## src/rtl/hsadc_capture_controller.sv

```systemverilog
`default_nettype none
// ============================================================================
// hsadc_capture_controller: framed dual-channel ADC capture into AXI-Stream.
// Revision: 1.0
// ============================================================================
module hsadc_capture_controller #(
  parameter int unsigned DATA_DELAY    = 2,
  parameter int unsigned SETTLE_CYCLES = 16
) (
  input  logic        clk,
  input  logic        reset,
  input  logic        start,
  input  logic        stop,
  input  logic [15:0] cfg_divider,
  input  logic [15:0] cfg_frame_len,
  input  logic        cfg_dfs,
  input  logic [7:0]  adc_channel_a,
  input  logic [7:0]  adc_channel_b,
  output logic        adc_enc,
  output logic        adc_s1,
  output logic        adc_s2,
  output logic        adc_dfs,
  output logic [15:0] m_tdata,
  output logic        m_tvalid,
  input  logic        m_tready,
  output logic        m_tlast,
  output logic        busy,
  output logic        done,
  output logic [15:0] overrun_count
);

  typedef enum logic [1:0] {
    ST_IDLE   = 2'd0,
    ST_SETTLE = 2'd1,
    ST_RUN    = 2'd2,
    ST_DRAIN  = 2'd3
  } state_t;

  localparam logic [15:0] DELAY_PHASE = 16'(DATA_DELAY);
  localparam logic [15:0] MIN_PERIOD  = 16'(DATA_DELAY + 1);
  localparam logic [15:0] SETTLE_LAST = 16'(SETTLE_CYCLES - 1);

  state_t      state_q, state_d;
  logic [15:0] settle_cnt_q, settle_cnt_d;
  logic [15:0] phase_q, phase_d;
  logic [15:0] period_q, period_d;
  logic [15:0] frame_len_q, frame_len_d;
  logic [15:0] sample_idx_q, sample_idx_d;
  logic [15:0] overrun_q, overrun_d;
  logic [15:0] tdata_q, tdata_d;
  logic        tvalid_q, tvalid_d;
  logic        tlast_q, tlast_d;
  logic        enc_q, enc_d;
  logic        s1_q, s1_d;
  logic        s2_q, s2_d;
  logic        dfs_q, dfs_d;
  logic        busy_q, busy_d;
  logic        done_q, done_d;

  logic handshake;
  logic final_sample;
  logic out_free;

  assign handshake    = tvalid_q && m_tready;
  assign out_free     = !tvalid_q || handshake;
  // Length 0 means continuous capture, so it never matches a final index.
  assign final_sample = (frame_len_q != 16'd0) && (sample_idx_q == frame_len_q - 16'd1);

  always_comb begin
    state_d      = state_q;
    settle_cnt_d = settle_cnt_q;
    phase_d      = phase_q;
    period_d     = period_q;
    frame_len_d  = frame_len_q;
    sample_idx_d = sample_idx_q;
    overrun_d    = overrun_q;
    tdata_d      = tdata_q;
    tvalid_d     = tvalid_q && !handshake;
    tlast_d      = tlast_q;
    enc_d        = 1'b0;
    s1_d         = 1'b1;
    s2_d         = 1'b0;
    dfs_d        = dfs_q;
    done_d       = 1'b0;

    case (state_q)
      ST_IDLE: begin
        if (start && !stop) begin
          period_d     = (cfg_divider < MIN_PERIOD) ? MIN_PERIOD : cfg_divider;
          frame_len_d  = cfg_frame_len;
          dfs_d        = cfg_dfs;
          overrun_d    = 16'd0;
          settle_cnt_d = 16'd0;
          state_d      = ST_SETTLE;
        end
      end

      ST_SETTLE: begin
        if (stop) begin
          state_d = ST_DRAIN;
        end else if (settle_cnt_q == SETTLE_LAST) begin
          state_d      = ST_RUN;
          phase_d      = 16'd0;
          sample_idx_d = 16'd0;
          enc_d        = 1'b1;
        end else begin
          settle_cnt_d = settle_cnt_q + 16'd1;
        end
      end

      ST_RUN: begin
        if (stop) begin
          state_d = ST_DRAIN;
        end else begin
          phase_d = (phase_q >= period_q - 16'd1) ? 16'd0 : phase_q + 16'd1;
          enc_d   = (phase_d == 16'd0);
          // Sampling instant is fixed by the phase counter; backpressure only drops.
          if (phase_q == DELAY_PHASE) begin
            if (out_free) begin
              tdata_d  = {adc_channel_a, adc_channel_b};
              tvalid_d = 1'b1;
              tlast_d  = final_sample;
            end else if (overrun_q != 16'hFFFF) begin
              overrun_d = overrun_q + 16'd1;
            end
            sample_idx_d = sample_idx_q + 16'd1;
            if (final_sample) begin
              state_d = ST_DRAIN;
              enc_d   = 1'b0;
            end
          end
        end
      end

      ST_DRAIN: begin
        if (out_free) begin
          state_d = ST_IDLE;
          done_d  = 1'b1;
        end
      end

      default: begin
        state_d = ST_IDLE;
      end
    endcase

    busy_d = (state_d != ST_IDLE);
  end

  always_ff @(posedge clk or posedge reset) begin
    if (reset) begin
      state_q      <= ST_IDLE;
      settle_cnt_q <= 16'd0;
      phase_q      <= 16'd0;
      period_q     <= 16'd0;
      frame_len_q  <= 16'd0;
      sample_idx_q <= 16'd0;
      overrun_q    <= 16'd0;
      tdata_q      <= 16'd0;
      tvalid_q     <= 1'b0;
      tlast_q      <= 1'b0;
      enc_q        <= 1'b0;
      s1_q         <= 1'b1;
      s2_q         <= 1'b0;
      dfs_q        <= 1'b1;
      busy_q       <= 1'b0;
      done_q       <= 1'b0;
    end else begin
      state_q      <= state_d;
      settle_cnt_q <= settle_cnt_d;
      phase_q      <= phase_d;
      period_q     <= period_d;
      frame_len_q  <= frame_len_d;
      sample_idx_q <= sample_idx_d;
      overrun_q    <= overrun_d;
      tdata_q      <= tdata_d;
      tvalid_q     <= tvalid_d;
      tlast_q      <= tlast_d;
      enc_q        <= enc_d;
      s1_q         <= s1_d;
      s2_q         <= s2_d;
      dfs_q        <= dfs_d;
      busy_q       <= busy_d;
      done_q       <= done_d;
    end
  end

  assign adc_enc       = enc_q;
  assign adc_s1        = s1_q;
  assign adc_s2        = s2_q;
  assign adc_dfs       = dfs_q;
  assign m_tdata       = tdata_q;
  assign m_tvalid      = tvalid_q;
  assign m_tlast       = tlast_q;
  assign busy          = busy_q;
  assign done          = done_q;
  assign overrun_count = overrun_q;

endmodule
`default_nettype wire
```

## config.mk

```make
export PLATFORM = sky130hd
export DESIGN_NAME = hsadc_capture_controller
export DESIGN_NICKNAME = d
export VERILOG_FILES = /design/src/rtl/hsadc_capture_controller.sv
export SDC_FILE = /design/constraint.sdc
export NUM_CORES = 1
export LEC_CHECK = 0
export ABC_AREA = 1
export CAP_MARGIN = 10
export CORE_ASPECT_RATIO = 0.5
export CORE_MARGIN = 10
export CORE_UTILIZATION = 61
export DETAILED_ROUTE_END_ITERATION = 10
export GPL_TIMING_DRIVEN = 0
export PLACE_DENSITY = 0.83
export SYNTH_ARGS = -nofsm -noshare
export SYNTH_HDL_FRONTEND = slang
export SYNTH_SLANG_ARGS = --single-unit
```

## constraint.sdc

```tcl
create_clock -name clk -period 9.8 [get_ports clk]
set_input_delay 0.98 -clock clk [delete_from_list [all_inputs] [get_ports clk]]
set_output_delay 0.98 -clock clk [all_outputs]
set_load 0.01 [all_outputs]
```

Word-level counts from Yosys, hierarchy flattened
Index checks and enable logic that the tools add are counted.
{"block": "word_totals", "inputBits": 54, "out_inout_bits": 40, "ff_bits": 120, "word_cells": 97}
{"block": "op_classes", "n_eq_ne": 15, "reduce_logical": 21, "mux": 38, "bitwise": 1, "n_addsub": 6, "order_cmp": 2}
{"operator": "16-bit two-way mux", "count": 14}
{"operator": "16-bit one-hot mux with 2 select lines", "count": 4}
{"operator": "16-bit by 1-bit adder with 16-bit output, second input constant", "count": 4}
{"operator": "16-bit by 1-bit subtractor with 16-bit output, second input constant", "count": 2}
{"operator": "16-bit equality test", "count": 1}
{"operator": "16-bit by 2-bit equality test with 1-bit output, second input constant", "count": 1}
{"operator": "16-bit by 4-bit equality test with 1-bit output, second input constant", "count": 1}
{"operator": "16-bit greater-or-equal comparator", "count": 1}
{"operator": "16-bit zero test", "count": 1}
{"operator": "16-bit by 2-bit less-than comparator with 1-bit output, second input constant", "count": 1}
{"operator": "16-bit inequality test, second input constant", "count": 1}
{"operator": "2-bit inequality test, second input constant", "count": 8}
{"operator": "16-bit nonzero test", "count": 1}
{"operator": "2-bit two-way mux", "count": 7}
{"operator": "4-bit AND reduction", "count": 3}
{"operator": "1-bit two-way mux", "count": 11}
{"operator": "2-bit one-hot mux with 4 select lines", "count": 1}
{"operator": "2-bit nonzero test", "count": 4}
{"operator": "6-bit AND reduction", "count": 1}
{"operator": "5-bit AND reduction", "count": 1}
{"operator": "2-bit equality test, second input constant", "count": 2}
{"operator": "1-bit logical AND", "count": 4}
{"operator": "1-bit zero test", "count": 3}
{"operator": "2-bit by 1-bit equality test with 1-bit output, second input constant", "count": 1}
{"operator": "other kinds (5)", "count": 5}

Logic depth before layout (Yosys ltp)
Gate-level depths: netlist (run 1).
{"block": "depth", "word_depth": 8, "ltp_mapped": 22, "depth_no_buf": 22}

Least setup slack after synthesis (run 1)
Ideal clock, no wire load.
{"block": "synth_path", "kind": "flip-flop to flip-flop", "startpoint": "register period_q[0]", "endpoint": "register enc_q, in the netlist adc_enc", "required_ns": 9.727, "setup_time_ns": 0.073, "path_slack_ns": 6.681, "path_buffers": 0, "stages_incl_launch_ff": 23, "period_less_slack_ns": 3.119, "t_arrival_ns": 3.046, "path_cell_list": "dfrtp_1 > inv_1 > ha_1 > nand2_1 > nor4_4 > nand2_1 > nor3_2 > nor3b_1 > xor2_1 > inv_1 > ha_1 > nand2_1 > nor2_2 > nand2_1 > nor2_4 > nand3_4 > nand3_2 > inv_2 > nand3_1 > nand3_1 > nor2_1 > nand2_1 > a21oi_2"}
{"block": "synth_via", "elab_chain_cells": 8}
{"element": "from (decl)", "line_no": "46", "rtl": "logic [15:0] period_q, period_d;"}
{"element": "from (signal assigned)", "line_no": "172", "rtl": "period_q <= period_d;"}
{"element": "16-bit by 1-bit subtractor with 16-bit output *", "line_no": "115", "rtl": "phase_d = (phase_q >= period_q - 16'd1) ? 16'd0 : phase_q + 16'd1;"}
{"element": "16-bit greater-or-equal comparator *", "line_no": "115"}
{"element": "16-bit two-way mux *", "line_no": "115"}
{"element": "16-bit zero test *", "line_no": "116", "rtl": "enc_d = (phase_d == 16'd0);"}
{"element": "1-bit two-way mux", "line_no": "127", "rtl": "if (final_sample) begin"}
{"element": "1-bit two-way mux *", "line_no": "118", "rtl": "if (phase_q == DELAY_PHASE) begin"}
{"element": "1-bit two-way mux *", "line_no": "112", "rtl": "if (stop) begin"}
{"element": "1-bit one-hot mux with 2 select lines *", "line_no": "86", "rtl": "case (state_q)"}
{"element": "named net enc_d", "line_no": "53", "rtl": "logic enc_q, enc_d;"}
{"element": "to (signal assigned)", "line_no": "179", "rtl": "enc_q <= enc_d;"}
{"element": "to (decl)", "line_no": "53"}
Mark *: on every way through the listed nets, which the timed path passes. The rest lies on a longest branch.
A chain may end at the register's enable or synchronous reset.

Worst setup path after layout (run 1)
Same ends and word-level chain as after synthesis.

==> results of run 1 <==
critical path: stages, from the launching register on:
cell	delay, ns
dfrtp_1	0.40
inv_1	0.16
ha_1	0.22
nand2_1	0.15
nor4_4	0.20
nand2_1	0.15
nor3_2	0.18
nor3b_1	0.27
xor2_1	0.17
inv_1	0.06
ha_1	0.29
nand2_1	0.07
nor2_2	0.15
nand2_1	0.11
nor2_4	0.14
nand3_4	0.13
nand3_2	0.18
inv_2	0.09
nand3_1	0.11
nand3_1	0.09
nor2_1	0.10
nand2_1	0.07
a21oi_2	0.11
final cells by class:
type,count,share of cell area
multi-input cells,765,0.440
plain buffers,21,0.0142
inverters,125,0.0499
repair buffers,92,0.0983
flip-flops and latches,120,0.315
well taps,170,0.0223
clock buffers,17,0.0446
clock inverters,15,0.0159
cells by family (layout without fill, tap and decap cells):
logic type / after synthesis / count (layout) / share of synthesized area
adder cells (fa/ha/maj): 27 / 27 / 0.0432
multiplexers: 16 / 16 / 0.0269
flip-flops: 120 / 120 / 0.385
XOR/XNOR: 49 / 49 / 0.0549
other: 2 / 2 / 0.000961
AND/OR/NAND/NOR: 568 / 568 / 0.338
buffers and inverters: 146 / 270 / 0.0777
AO/OA/AOI/OAI: 103 / 103 / 0.0742
placed cells by master (no fill, tap or decap), types with 4 or more instances in the layout:
cell,count
a22oi_1,4
ha_1,27
a21oi_1,13
clkdlybuf4s50_1,91
o22ai_1,8
inv_6,4
dfrtp_1,119
nor2_1,102
clkinv_2,7
mux2_2,8
nand2_2,6
o21ai_0,51
xor2_1,37
buf_4,4
inv_2,14
nand3_2,4
nor2_2,12
inv_1,108
clkbuf_1,6
nand2_1,285
nand3_1,75
nor3_1,20
xnor2_1,12
buf_6,5
nor3_2,7
o21ai_1,11
nand4_1,28
nor4_1,10
mux2_4,8
clkbuf_16,17
power groups by stage:
stage,sequential [µW],combinational [µW],clock (µW)
after floorplan,755,829,0
after global placement,791,1050,0
after detailed placement,794,1090,0
after CTS,789,1100,622
after global routing,811,1260,644
final,793,1110,618
layer usage:
| layer | wire length (µm) | global-route usage |
|---|---|---|
| met2 | 10100 | 0.390 |
| met4 | 301 | 0.0746 |
| met5 | 0 | 0 |
| met3 | 1340 | 0.0470 |
| met1 | 9420 | 0.293 |
worst min-delay path by stage:
| stage | endpoint | cells past startpoint |
|---|---|---|
| 6_report | adc_dfs | 2 |
| 5_1_grt | adc_dfs | 2 |
| 4_1_cts | adc_dfs | 2 |
| 3_5_place_dp | adc_dfs | 2 |
| 3_3_place_gp | adc_dfs | 2 |
| 2_1_floorplan | period_q[15] | 2 |
state kept, by name (all words and copies together), names as in the netlist, 2 cells and up:
signal         cells
phase_q           16
sample_idx_q      16
state_q            2
frame_len_q       16
settle_cnt_q      16
m_tdata           16
period_q          16
overrun_count     16
metrics by stage:
stage               hold slack, ns  cells  total power, µW
finish                       0.464   1325             2520
global route                 0.495   1325             2710
CTS                          0.463   1325             2510
detailed placement           0.455   1293             1880
global placement             0.453   1292             1840
floorplan                    0.461   1031             1580
==> flow_metrics.tcl, run 1 <==
set metrics [dict create \
    viasPerCell 5.58 \
    cp.required_ns 10.15 \
    place_ws_ns 6.15 \
    cts_resized 0 \
    relSlewSlack 0.598 \
    ios 94 \
    holdCritStartpoint "adc_dfs" \
    ys.flop_type "dfrtp_1" \
    port_buffers 91 \
    timing.final.crit_share 0.376 \
    wl_mm 21.2 \
    gp_congestion 0.968 \
    cp-endpoint "adc_enc" \
    drt-initial-drc-count 456 \
    r2r_end "adc_enc" \
    hold_viol_final 0 \
    dp_hpwl_mm 15.6 \
    rsz0062_at_grt "false" \
    grt_pass1_vias 7224 \
    tritoncts "done" \
    syn_avg_cell_area_um2 7.58 \
    pwr-share-seq 0.314 \
    arrival_ns 4.04 \
    fp-row-count 29 \
    leakagePower_uw 0.00448 \
    cellPowerDensity_nw_per_um2 264 \
    placed_cell_area_um2 8970 \
    dr_total_vias 7394 \
    rrSetupSlack_ns 6.12 \
    cp-end-kind "flip-flop" \
    setup-tns-final_ns 0 \
    synthTopCellsByCount "285 x nand2_1, 119 x dfrtp_1, 109 x inv_1" \
    worstPathMaxFanout 7 \
    ir_drop_uv 136 \
    cts_max_path_buffers 2 \
    overflow 0 \
    n_fill_cell 936 \
    worst_pin_slew_ns 0.598 \
    post_cts_buffers 0 \
    grt_max_degree 93 \
    dieArea_um2 18000 \
    grt_usage 0.230 \
    utilization 0.758 \
    register_area_um2 3000 \
    yosys_warnings 0 \
    yosys-top-cells-area "dfrtp_1 38%, nand2_1 14%, inv_1 5.2%, nor2_1 4.9%, nand3_1 4.8%" \
    fmaxAchievable_ghz 0.271 \
    r2r_cells 22 \
    pwr-share-clk 0.245 \
    antenna_left 0 \
    final_nets 1223 \
    synth_area_um2 7810 \
    clkLatencyLatePin_ns 0.42 \
    drive_above_1_share 0.108 \
    cts.sinks 120 \
    status "completed" \
    design.core.area_um2 12600 \
    antenna_found_initial 0 \
    synth_most_common_cell "nand2_1" \
    start_util 0.620 \
    synth_edf_count 0 \
    numCtsBuffers 17 \
    multi_input_area_um2 4200 \
    fp.dieW_um 180 \
    syn2layout_area_growth_pct 22.2 \
    cts_max_level 4 \
    ys_types 51 \
    root_buffer "clkbuf_16" \
    synth-seq-area-share 0.385 \
    max_cap_violations 0 \
    synth_top_area_frac 0.381 \
    hold_class "flip-flop to flip-flop" \
    worst_setup_path_start_kind "flip-flop" \
    switching_share 0.444 \
    netSwitchingPower_uw 1120 \
    clk_pin_slew_ns 0.06 \
    finalSetupViolCount 0 \
    synth_top_cell_by_area "dfrtp_1" \
    diodes 0 \
    ys_ff_latch 120 \
    drc_errors 0 \
    pwr-share-comb 0.440 \
    layout_setup_ws_ns 6.12 \
    min_period_ns 3.68 \
    cts_hold_buf 0 \
    post-route-cell-area_um2 9550 \
    grt_pass1_wl_mm 34.9 \
    synth-async-reset-ratio 1.00 \
    synth_fp_nets 1112 \
    slew_violations 0 \
    wl_per_cell_um 16.0 \
    chipHeight_um 100 \
    r2r_start "period_q[0]" \
    skew_ns 0.0114 \
    cell_internal_pwr_uw 1400 \
    dr.pass1.iters 5 \
    syn-instance-count 1031 \
    critPathKind "flip-flop to flip-flop" \
    crit_path_start "period_q[0]" \
]
(Power assumes the default switching activity.)
==> run 2: changes to the inputs <==
Settings changed: CORE_UTILIZATION 61 to 51, PLACE_DENSITY 0.83 to 0.74.
Clock period 9.8 ns to 3.2 ns, I/O delays scaled along.
==> flow_metrics.tcl, run 2 (synthesis results as in run 1) <==
set metrics [dict create \
    status "finished, violations left" \
    violations "setup timing" \
    syn2layout_area_growth_pct 29.1 \
    grt_max_degree 41 \
    grt_pass1_vias 7460 \
    post-route-cell-area_um2 10100 \
    pwr-share-comb 0.458 \
    diodes 0 \
    tritoncts "done" \
    start_util 0.530 \
    dieArea_um2 21000 \
    rsz0062_at_grt "true" \
    clkLatencyLatePin_ns 0.43 \
    dp_hpwl_mm 16.2 \
    arrival_ns 3.74 \
    fp.dieW_um 195 \
    dr_total_vias 7507 \
    worst_pin_slew_ns 0.597 \
    skew_ns 0.0110 \
    design.core.area_um2 14700 \
    pwr-share-clk 0.254 \
    port_buffers 91 \
    grt_usage 0.210 \
    chipHeight_um 108 \
    fp-row-count 31 \
    drive_above_1_share 0.152 \
    final_common_cell "nand2_1" \
    worst_setup_path_start_kind "flip-flop" \
    fmaxAchievable_ghz 0.296 \
    cts_max_path_buffers 2 \
    netSwitchingPower_uw 3710 \
    dr.pass1.iters 5 \
    relSlewSlack 0.598 \
    overflow 0 \
    worstPathMaxFanout 7 \
    ios 94 \
    hold_class "primary input to asynchronous set/reset pin" \
    gp_congestion 0.935 \
    timing.final.crit_share 1.06 \
    drt-initial-drc-count 569 \
    cts_max_level 4 \
    antenna_left 0 \
    root_buffer "clkbuf_16" \
    place_ws_ns -0.394 \
    viasPerCell 5.44 \
    cell_internal_pwr_uw 4840 \
    numCtsBuffers 17 \
    clk_pin_slew_ns 0.06 \
    max_cap_violations 0 \
    slew_violations 0 \
    drc_errors 0 \
    grt_pass1_wl_mm 36.6 \
    finalSetupViolCount 2 \
    cp-end-kind "flip-flop" \
    ir_drop_uv 487 \
    cellPowerDensity_nw_per_um2 848 \
    switching_share 0.434 \
    final_nets 1249 \
    most-common-layout-cells "279 x nand2_1, 117 x dfrtp_1, 105 x inv_1" \
    layout_setup_ws_ns -0.182 \
    cts.sinks 120 \
    leakagePower_uw 0.00469 \
    critPathKind "flip-flop to flip-flop" \
    hold_viol_final 0 \
    cp.required_ns 3.56 \
    min_period_ns 3.38 \
    wl_per_cell_um 16.2 \
    placed_cell_area_um2 9030 \
    antenna_found_initial 0 \
    pwr-share-seq 0.288 \
    n_fill_cell 1189 \
    wl_mm 22.4 \
    cts_hold_buf 0 \
]
run 2: cell count changes in the layout (fill, tap and decap cells not counted), sizes merged:
cell / before / now
clkbuf: 23 / 24
inv: 126 / 123
buf: 16 / 42
clkinv: 9 / 8
bufinv: 2 / 5
run 2: what timing repair did:
action                                  4_1_cts  5_1_grt
setup buffers                                11       13
resized for setup                            17       30
pin swaps                                    13       23
endpoints found under the setup margin       11       17
run 2: stage by stage:
step	setup TNS, ns	std cells	power [µW]	hold WS, ns	utilization
global route	-2.35	1379	9160	0.345	0.684
finish	-0.239	1379	8550	0.313	0.684
CTS	-0.195	1366	8130	0.318	0.668
global placement	-1.34	1320	5650	0.451	0.609
floorplan	0	1031	4850	0.416	-
detailed placement	-1.51	1323	5770	0.455	0.613
run 2: power groups by stage:
stage                     Clock [µW]  Sequential (µW)  Combinational (µW)
final                           2170             2460                3920
after global routing            2260             2510                4390
after CTS                       2190             2420                3520
after detailed placement           0             2440                3330
after global placement             0             2430                3220
after floorplan                    0             2310                2540
run 2: worst max-delay path, cell delays in order, from the launching register on:
cell	delay (ns)
dfrtp_2	0.44
nor2_2	0.14
nand2_2	0.09
nor3_4	0.24
nand3_2	0.14
nor3_4	0.17
nand2_2	0.09
nor3_2	0.23
xor2_1	0.16
inv_1	0.08
ha_4	0.29
nand2_4	0.05
nor2_4	0.12
nand2_2	0.07
nor2_4	0.14
nand3_4	0.15
nand4_1	0.16
nand2_1	0.08
nor2_1	0.10
nand2_1	0.08
nor2_1	0.11
nand2_1	0.07
a21oi_2	0.10
run 2: per-layer routing:
| layer | vias up | wire (µm) | track usage |
|---|---|---|---|
| met4 | 0 | 259 | 0.0607 |
| met2 | 221 | 10800 | 0.358 |
| met1 | 3613 | 10100 | 0.264 |
| met5 | - | 0 | 0 |
| li1 | 3641 | - | - |
| met3 | 32 | 1220 | 0.0442 |
run 2: final timing paths:
path / to / depth (start not counted) / startpoint / slack, ns
max: adc_enc / 22 / period_q[3] / -0.18
min: m_tdata[7] / 2 / reset / 0.31
max reg2reg: adc_enc / 22 / period_q[3] / -0.18
min reg2reg: adc_dfs / 2 / adc_dfs / 0.47
max in group asynchronous: settle_cnt_q[11] / 4 / reset / 2.11
min in group clk: adc_dfs / 3 / cfg_dfs / 0.42
run 2: cell type report:
| type | instances | area, µm² | share of cell area |
|---|---|---|---|
| well taps | 198 | 248 | 0.0246 |
| inverters | 125 | 480 | 0.0476 |
| clock buffers | 18 | 439 | 0.0435 |
| repair buffers | 118 | 1160 | 0.115 |
| multi-input cells | 765 | 4390 | 0.436 |
| plain buffers | 21 | 135 | 0.0134 |
| flip-flops and latches | 120 | 3010 | 0.298 |
| clock inverters | 14 | 223 | 0.0221 |
==> run 3: changes to the inputs <==
Settings changed: CORE_ASPECT_RATIO 0.5 to 1.4.
==> flow_metrics.tcl, run 3 (synthesis results as in run 1) <==
set metrics [dict create \
    wl_per_cell_um 16.7 \
    hold_viol_final 0 \
    cp-end-kind "flip-flop" \
    final_common_cell "nand2_1" \
    grt_pass1_vias 7569 \
    max_cap_violations 0 \
    design.core.area_um2 15100 \
    gp_congestion 0.959 \
    grt_pass1_wl_mm 37.3 \
    dr_total_vias 7465 \
    arrival_ns 3.76 \
    antenna_found_initial 1 \
    skew_ns 0.0133 \
    register_area_um2 3010 \
    chipHeight_um 166 \
    drive_above_1_share 0.148 \
    r2r_cells 22 \
    worst_setup_path_start_kind "flip-flop" \
    timing.final.crit_share 1.07 \
    clk_pin_slew_ns 0.06 \
    holdWs_ns 0.340 \
    cts_max_level 4 \
    critPathKind "flip-flop to flip-flop" \
    antenna_left 0 \
    fmaxAchievable_ghz 0.293 \
    dieArea_um2 20700 \
    pwr-share-comb 0.467 \
    min_period_ns 3.41 \
    dr.pass1.iters 7 \
    fp.dieW_um 125 \
    wl_mm 23.0 \
    worstPathMaxFanout 7 \
    netSwitchingPower_uw 3600 \
    root_buffer "clkbuf_16" \
    n_fill_cell 1280 \
    pwr-share-seq 0.292 \
    p_total_uw 8410 \
    numCtsBuffers 17 \
    viasPerCell 5.41 \
    final_nets 1255 \
    grt_usage 0.217 \
    hold_class "primary input to asynchronous set/reset pin" \
    layout_setup_ws_ns -0.213 \
    relSlewSlack 0.484 \
    pwr-share-clk 0.241 \
    cp.required_ns 3.55 \
    leakagePower_uw 0.00470 \
    overflow 0 \
    cell_internal_pwr_uw 4810 \
    final_cells 1381 \
    rsz0062_at_grt "true" \
    status "finished, violations left" \
    most-common-layout-cells "279 x nand2_1, 117 x dfrtp_1, 105 x inv_1" \
    cts.sinks 120 \
    port_buffers 91 \
    clkLatencyLatePin_ns 0.43 \
    dp_hpwl_mm 16.7 \
    cts_max_path_buffers 2 \
    cts_hold_buf 0 \
    cellPowerDensity_nw_per_um2 838 \
    syn2layout_area_growth_pct 28.5 \
    multi_input_area_um2 4350 \
    fp-row-count 53 \
    drt-initial-drc-count 563 \
    start_util 0.519 \
    violations "setup timing" \
    ir_drop_uv 556 \
    ios 94 \
    switching_share 0.428 \
    slew_violations 0 \
    drc_errors 0 \
    finalSetupViolCount 8 \
    tritoncts "done" \
    setup-tns-final_ns -0.668 \
    worst_pin_slew_ns 0.768 \
    grt_max_degree 40 \
    place_inst 1317 \
]
[run 3: critical path, stage by stage, from the launching register on]
cell and delay [ns]:
dfrtp_1 0.40, inv_2 0.09, ha_4 0.15, nand2_4 0.06, nor4_4 0.33, nand2_2 0.11
nor3_4 0.14, nor3b_4 0.22, xor2_1 0.16, inv_1 0.09, ha_4 0.28, nand2_4 0.05
nor2_4 0.09, nand2_2 0.08, nor2_4 0.18, nand3_4 0.16, nand3_4 0.14, inv_2 0.09
nand3_1 0.10, nand3_1 0.08, nor2_1 0.11, nand2_1 0.07, a21oi_2 0.15
[run 3: what timing repair did]
item,in CTS,in global routing
cloned,0,0
setup endpoints to repair,13,13
resized for setup,22,14
pin swaps,18,13
setup buffers,20,10
[run 3: stage by stage]
step	utilization	area, µm²	worst slack [ns]
after floorplan	-	7820	0.0811
after global placement	0.596	8970	-0.445
after detailed placement	0.600	9030	-0.495
after CTS	0.658	9910	-0.140
after global routing	0.667	10000	-0.469
final	0.667	10000	-0.213
[run 3: cell type report]
type                       count  share of cell area
antenna                        2            0.000499
multi-input combinational    765               0.433
sequential                   120               0.299
clock buffer                  20              0.0445
timing repair buffer         124               0.120
inverter                     125              0.0474
tap                          192              0.0239
clock inverter                12              0.0174
buffer                        21              0.0135
[run 3: power groups by stage]
stage | registers [µW] | logic [µW] | clock network [µW]
global route | 2510 | 4420 | 2120
finish | 2460 | 3920 | 2030
global placement | 2430 | 3260 | 0
floorplan | 2310 | 2540 | 0
detailed placement | 2440 | 3350 | 0
CTS | 2420 | 3710 | 2050
[run 3: per-layer routing]
metal | routed length, µm | vias to the layer above | track usage | part of all wire
li1 | - | 3659 | - | -
met1 | 8930 | 3553 | 0.231 | 0.39
met2 | 12200 | 203 | 0.397 | 0.53
met3 | 1170 | 50 | 0.0461 | 0.051
met4 | 717 | 0 | 0.101 | 0.031
met5 | 0 | - | 0 | 0
[run 3: worst paths after layout]
| kind | from | end | slack, ns |
|---|---|---|---|
| setup / recovery | period_q[1] | adc_enc | -0.21 |
| hold / removal | reset | frame_len_q[11] | 0.34 |
| setup reg to reg | period_q[1] | adc_enc | -0.21 |
| hold reg to reg | adc_dfs | adc_dfs | 0.46 |
| max in group asynchronous | reset | phase_q[15] | 2.25 |
| min in group clk | cfg_frame_len[10] | frame_len_q[10] | 0.43 |
